## src/rtl/mem_pkg.sv

```systemverilog
// mem_pkg: shared definitions for the memory BIST slice.
//   - state_t      : march controller states (IDLE, WR0, RD0, WR1, RD1, DONE)
//   - DEF_ADDR_W   : default memory address width (32K words)
//   - DEF_DATA_W   : default memory data width
//   - PAT_W        : working width of the pattern helper, wide enough for any
//                    sensible ADDR_W/DATA_W so callers just truncate the result
//   - pattern()    : P(x) = zero_extend(x) XOR seed
package mem_pkg;

  localparam int DEF_ADDR_W = 15;
  localparam int DEF_DATA_W = 16;
  localparam int PAT_W      = 64;

  typedef enum logic [2:0] {
    IDLE,
    WR0,
    RD0,
    WR1,
    RD1,
    DONE
  } state_t;

  // The pattern is computed at full helper width; callers zero-extend their
  // address and seed into it and keep only the low DATA_W bits.
  function automatic logic [PAT_W-1:0] pattern(input logic [PAT_W-1:0] x,
                                               input logic [PAT_W-1:0] seed);
    return x ^ seed;
  endfunction

endpackage

```

## src/rtl/bist_pattern_gen.sv

```systemverilog
// bist_pattern_gen: expected memory word for a given address and march phase.
// Purely combinational.
//   addr  (in,  ADDR_W) : word address
//   phase (in,  state_t): current or upcoming march phase
//   data  (out, DATA_W) : P(addr) in the true phases, ~P(addr) in WR1/RD1
module bist_pattern_gen
  import mem_pkg::*;
#(
  parameter int          ADDR_W = DEF_ADDR_W,
  parameter int          DATA_W = DEF_DATA_W,
  parameter logic [15:0] SEED   = 16'hA5A5
) (
  input  logic [ADDR_W-1:0] addr,
  input  state_t            phase,
  output logic [DATA_W-1:0] data
);

  // The second half of the march works on the inverted pattern so every bit
  // of every word is exercised at both polarities.
  always_comb begin
    data = DATA_W'(pattern(PAT_W'(addr), PAT_W'(SEED)));
    if (phase == WR1 || phase == RD1) begin
      data = ~data;
    end
  end

endmodule

```

## src/rtl/mem_bist_ctrl.sv

```systemverilog
// mem_bist_ctrl: four-phase march BIST for a single-port memory with an
// asynchronous read port.
//   clk       (in)         system clock, rising edge
//   rst_n     (in)         synchronous active-low reset
//   start     (in)         begin a test, honoured only in IDLE
//   abort     (in)         abandon the running test, return to IDLE
//   a         (out ADDR_W) memory address (registered)
//   d         (out DATA_W) memory write data (registered)
//   we        (out)        memory write enable (registered)
//   spo       (in  DATA_W) memory read data, combinational from a
//   busy      (out)        a march phase is active
//   done      (out)        one-cycle pulse on normal completion
//   pass      (out)        last test finished with zero errors
//   err_cnt   (out 16)     saturating mismatch count
//   fail_addr (out ADDR_W) address of the first mismatch
//   fail_data (out DATA_W) spo captured at the first mismatch
module mem_bist_ctrl
  import mem_pkg::*;
#(
  parameter int          ADDR_W = DEF_ADDR_W,
  parameter int          DATA_W = DEF_DATA_W,
  parameter logic [15:0] SEED   = 16'hA5A5
) (
  input  logic              clk,
  input  logic              rst_n,
  input  logic              start,
  input  logic              abort,
  output logic [ADDR_W-1:0] a,
  output logic [DATA_W-1:0] d,
  output logic              we,
  input  logic [DATA_W-1:0] spo,
  output logic              busy,
  output logic              done,
  output logic              pass,
  output logic [15:0]       err_cnt,
  output logic [ADDR_W-1:0] fail_addr,
  output logic [DATA_W-1:0] fail_data
);

  localparam logic [ADDR_W-1:0] LAST_ADDR = '1;

  state_t            state, state_next;
  logic [ADDR_W-1:0] a_next, fail_addr_next;
  logic [DATA_W-1:0] d_next, exp_next, fail_data_next;
  logic              we_next, pass_next, last_addr, mismatch;
  logic [15:0]       err_next;

  // The pattern is generated for the address and phase of the coming cycle so
  // that d can be registered alongside a. During read phases d carries the
  // expected word, which is what the comparator checks spo against.
  bist_pattern_gen #(
    .ADDR_W(ADDR_W),
    .DATA_W(DATA_W),
    .SEED  (SEED)
  ) u_pattern (
    .addr (a_next),
    .phase(state_next),
    .data (exp_next)
  );

  // Status outputs decode straight from the state register.
  always_comb begin
    busy = state inside {WR0, RD0, WR1, RD1};
    done = (state == DONE);
  end

  // Next-state, address sequencing and error bookkeeping. A phase ends after
  // the cycle at the last address; the address wraps naturally to zero.
  // Abort overrides everything except reset and leaves the error record alone.
  always_comb begin
    state_next     = state;
    a_next         = a;
    pass_next      = pass;
    err_next       = err_cnt;
    fail_addr_next = fail_addr;
    fail_data_next = fail_data;
    last_addr      = (a == LAST_ADDR);
    mismatch       = (spo != d);

    case (state)
      IDLE: begin
        if (start && !abort) begin
          state_next     = WR0;
          a_next         = '0;
          pass_next      = 1'b0;
          err_next       = '0;
          fail_addr_next = '0;
          fail_data_next = '0;
        end
      end
      WR0: begin
        a_next = a + 1'b1;
        if (last_addr) state_next = RD0;
      end
      WR1: begin
        a_next = a + 1'b1;
        if (last_addr) state_next = RD1;
      end
      RD0, RD1: begin
        a_next = a + 1'b1;
        if (mismatch) begin
          if (err_cnt != 16'hFFFF) err_next = err_cnt + 16'd1;
          if (err_cnt == 16'd0) begin
            fail_addr_next = a;
            fail_data_next = spo;
          end
        end
        if (last_addr) begin
          if (state == RD0) begin
            state_next = WR1;
          end else begin
            state_next = DONE;
            pass_next  = (err_next == 16'd0);
          end
        end
      end
      DONE: begin
        state_next = IDLE;
        a_next     = '0;
      end
      default: begin
        state_next = IDLE;
        a_next     = '0;
      end
    endcase

    if (abort && state != IDLE) begin
      state_next     = IDLE;
      a_next         = '0;
      pass_next      = 1'b0;
      err_next       = err_cnt;
      fail_addr_next = fail_addr;
      fail_data_next = fail_data;
    end

    we_next = (state_next == WR0) || (state_next == WR1);
    d_next  = (state_next inside {WR0, RD0, WR1, RD1}) ? exp_next : '0;
  end

  // State and all registered outputs; reset returns every output to zero.
  always_ff @(posedge clk) begin
    if (!rst_n) begin
      state     <= IDLE;
      a         <= '0;
      d         <= '0;
      we        <= 1'b0;
      pass      <= 1'b0;
      err_cnt   <= '0;
      fail_addr <= '0;
      fail_data <= '0;
    end else begin
      state     <= state_next;
      a         <= a_next;
      d         <= d_next;
      we        <= we_next;
      pass      <= pass_next;
      err_cnt   <= err_next;
      fail_addr <= fail_addr_next;
      fail_data <= fail_data_next;
    end
  end

endmodule

```

## config.mk

```make
export PLATFORM = sky130hd
export DESIGN_NAME = mem_bist_ctrl
export DESIGN_NICKNAME = d
export VERILOG_FILES = /design/src/rtl/mem_pkg.sv /design/src/rtl/bist_pattern_gen.sv /design/src/rtl/mem_bist_ctrl.sv
export SDC_FILE = /design/constraint.sdc
export NUM_CORES = 1
export LEC_CHECK = 0
export CAP_MARGIN = 20
export CORE_AREA = 3 3 134 136
export CTS_BUF_LIST = sky130_fd_sc_hd__clkbuf_8
export DETAILED_ROUTE_END_ITERATION = 16
export DIE_AREA = 0 0 137 139
export DONT_BUFFER_PORTS = 1
export GPL_ROUTABILITY_DRIVEN = 1
export SLEW_MARGIN = 40
export SYNTH_ARGS = -nofsm -noshare
export SYNTH_HDL_FRONTEND = slang
export SYNTH_SLANG_ARGS = --single-unit
export TNS_END_PERCENT = 5
```

## constraint.sdc

```tcl
create_clock -name clk -period 3.9 [get_ports clk]
set_input_delay 1.17 -clock clk [delete_from_list [all_inputs] [get_ports clk]]
set_output_delay 1.17 -clock clk [all_outputs]
set_load 0.005 [all_outputs]
```

==> reports/metrics.yaml <==
die_w_um: 137
cts_tree: "done"
vdd_drop_max_v: 0.000140
p_sw_share_pct: 28.3
postRouteAntennaNets: 0
ys_ff_latch: 83
cts.sinks: 83
rsz0062_at_grt: "false"
synth_cell_types: 63
wl_um: 12600
worstPathRequired_ps: 2730
antennaDiodeCount: 0
end_kind: "output pin"
die_h_um: 139
slew_violations: 0
critPathLaunchType: "flop"
place_hpwl_um: 9010
syn_inst: 512
asyncSetResetFlopFracSynth_pct: 0
root_buffer: "clkbuf_8"
p_clk_share_pct: 40.8
clock_skew_ps: 16.7
top_usage_layer: "met2"
synth_commonest_cells: "nor2_1 (91), dfxtp_1 (83), a22oi_1 (34), nand2_1 (28), xor2_1 (25)"
antenna_found_initial: 0
num_rows: 48
dieArea_sq_um: 19000
yosysWarnings: 0
core_area_sq_um: 17100
power.total_mw: 1.58
setup_violations: 0
grt_use_met2_pct: 19.3
final_nets: 510
met1_usage_pct: 17.2
p_leak_nw: 1.55
grt_max_degree: 54
htreeDepth: 3
portBuffers: 0
path_clk_slew_ps: 100
clk_latency_ps: 390
cp_data_arrival_time_ps: 1800
yosysTopAreaCell: "dfxtp_1"
critPathBufInv: 2
tns_ps: 0
syn-cell-area_sq_um: 4210
outcome: "finished clean"
num_vias: 3654
cp_slowest_cell: "dfxtp_1"
synth.most_common_cell: "nor2_1"
synthTopCellsByArea: "dfxtp_1 (39%), nor2_1 (8.1%), a22oi_1 (6.1%)"
drc: 0
post-cts-setup-buffer-count: 0
vias_per_cell: 5.10
cap_viol_max_count: 0
drtIter0Drc: 340
grtUsageMet3_pct: 4.97
worst_pin_slew_ps: 698
cts_buffer_depth: 2
routabilityCongestion: 0.815
grt_use_total_pct: 13.2
grt_pass1_vias: 3396
cp_top_family: "flip-flops"
grt_overflow: 0
path_cells: "or2_1 -> xnor2_1 -> buf_4 -> inv_2"
start_util_pct: 24.7
p_seq_share_pct: 54.5
nFillCells: 1858
synth_ff_type: "dfxtp_1"
crit_fanout: 20
synth_nets: 535
p_int_mw: 1.13
power_density_nw_per_um2: 347
hold_viol_final: 0
synth_area_per_cell_sq_um: 8.23
cts_hold_buf: 0
maxSlewHeadroom_pct: 53.1
io_pins: 102
timing.final.crit_period_ps: 2970
wl_per_cell_um: 17.5
synth_top_area_share_pct: 39.4
grt_pass1_wl_um: 19700
fin_crit_sh_pct: 76.1
synth_edf_count: 0
cts_made_buffers: 9
power_frac_comb_pct: 4.7
drive_above_1_share_pct: 7.11
firstDrtPassIters: 4
cpPeakStageDelay_ps: 590
path_class: "reg -> out"
area_delta_synth_final_pct: 8.08
p_sw_mw: 0.447
hp-class: "reg -> reg"
yosysSeqAreaShare_pct: 39.4
max_freq_ghz: 0.337
final_core_util_pct: 26.7
cts_resized: 0
hold-worst-slack_ps: 517
[layout make-up]
class                   count  area, sq um  share of cell area, %
inverters                   7         28.8                  0.632
flip-flops and latches     83         1660                   36.5
multi-input cells         381         2330                   51.2
well taps                 225          282                   6.18
repair buffers              5         50.0                   1.10
clock inverters             7         76.3                   1.68
clock buffers               9          124                   2.72
[kinds of logic (layout without fill, tap and decap cells)]
kind of cell / Yosys count / after routing / synth area share, %
AOI/OAI and AO/OA: 131 / 131 / 22.0
xor gates and xnor gates: 37 / 37 / 7.69
adders and majority gates: 3 / 3 / 0.891
buffers and inverters: 48 / 28 / 5.49
DFF: 83 / 83 / 39.4
muxes: 1 / 1 / 0.238
and+or+nand+nor: 209 / 209 / 24.3
[flip-flops by register name, summed over array words and instances, names as in the netlist]
| signal | cells |
|---|---|
| a | 15 |
| we | 1 |
| d | 16 |
| pass | 1 |
| err_cnt | 16 |
| fail_addr | 15 |
| fail_data | 16 |
| state | 3 |
[path summary, 6_finish.rpt]
kind                       endpoint                start  slack, ps  cells after the start
setup reg to reg    d[0]$_SDFF_PN0_      a[0]$_SDFF_PN0_       1330                      8
hold reg to reg   pass$_SDFFE_PP0P_    pass$_SDFFE_PP0P_        520                      2
setup / recovery               busy  state[1]$_SDFF_PN0_        930                      4
hold / removal    pass$_SDFFE_PP0P_    pass$_SDFFE_PP0P_        520                      2
[power groups by stage]
stage          Combinational, mW  Sequential, mW  Clock, mW
2_1_floorplan             0.0601           0.876          0
3_3_place_gp              0.0735           0.881          0
3_5_place_dp              0.0744           0.881          0
4_1_cts                   0.0749           0.861      0.669
5_1_grt                   0.0828           0.862      0.708
6_report                  0.0740           0.860      0.644
[stage by stage]
step	setup slack, ps	cells	instance area (sq um)
after floorplan	1150	512	4210
after global placement	553	701	4340
after detailed placement	537	701	4350
after CTS	911	717	4550
after global routing	774	717	4550
final	931	717	4550
[layer usage]
metal,up-vias,share of wire (%),wire (um)
met5,-,0,0
met2,123,44,5540
met4,0,2.0,255
met3,17,9.9,1240
li1,1794,-,-
met1,1720,44,5520
[worst register-to-register path: cells and delay by family, from the launching register on]
| kind | cells | cell delay [ps] |
|---|---|---|
| adders and majority gates | 1 | 260 |
| and+or+nand+nor | 4 | 920 |
| DFF | 1 | 470 |
| AOI/OAI and AO/OA | 2 | 660 |
| xor gates and xnor gates | 1 | 190 |
[placed cells by master (no fill, tap or decap), types with 3 or more instances in the layout]
| cell type | netlist | routed |
|---|---|---|
| xnor2_1 | 12 | 12 |
| nor4_1 | 8 | 8 |
| a311oi_1 | 5 | 5 |
| clkbuf_8 | 0 | 9 |
| a31oi_1 | 7 | 7 |
| a21boi_0 | 3 | 3 |
| nand2_1 | 28 | 28 |
| o21ai_1 | 3 | 3 |
| nand3_1 | 12 | 12 |
| xor2_1 | 25 | 25 |
| o21ai_0 | 18 | 18 |
| o21a_1 | 3 | 3 |
| nor3b_1 | 6 | 6 |
| and2_1 | 10 | 10 |
| a21o_1 | 4 | 4 |
| a21oi_1 | 23 | 23 |
| nor2_1 | 91 | 90 |
| ha_1 | 3 | 3 |
| and4_1 | 3 | 3 |
| dfxtp_1 | 83 | 83 |
| and3_1 | 6 | 6 |
| nor2b_1 | 5 | 5 |
| a22oi_1 | 34 | 34 |
| nor3_1 | 19 | 19 |
| nand4_1 | 7 | 7 |
| a41oi_1 | 5 | 5 |
| inv_1 | 5 | 5 |
| nand4b_1 | 3 | 3 |
| buf_4 | 4 | 4 |
| inv_8 | 0 | 3 |
| a211oi_1 | 4 | 4 |
No activity file was read; power rests on OpenSTA's default activity.
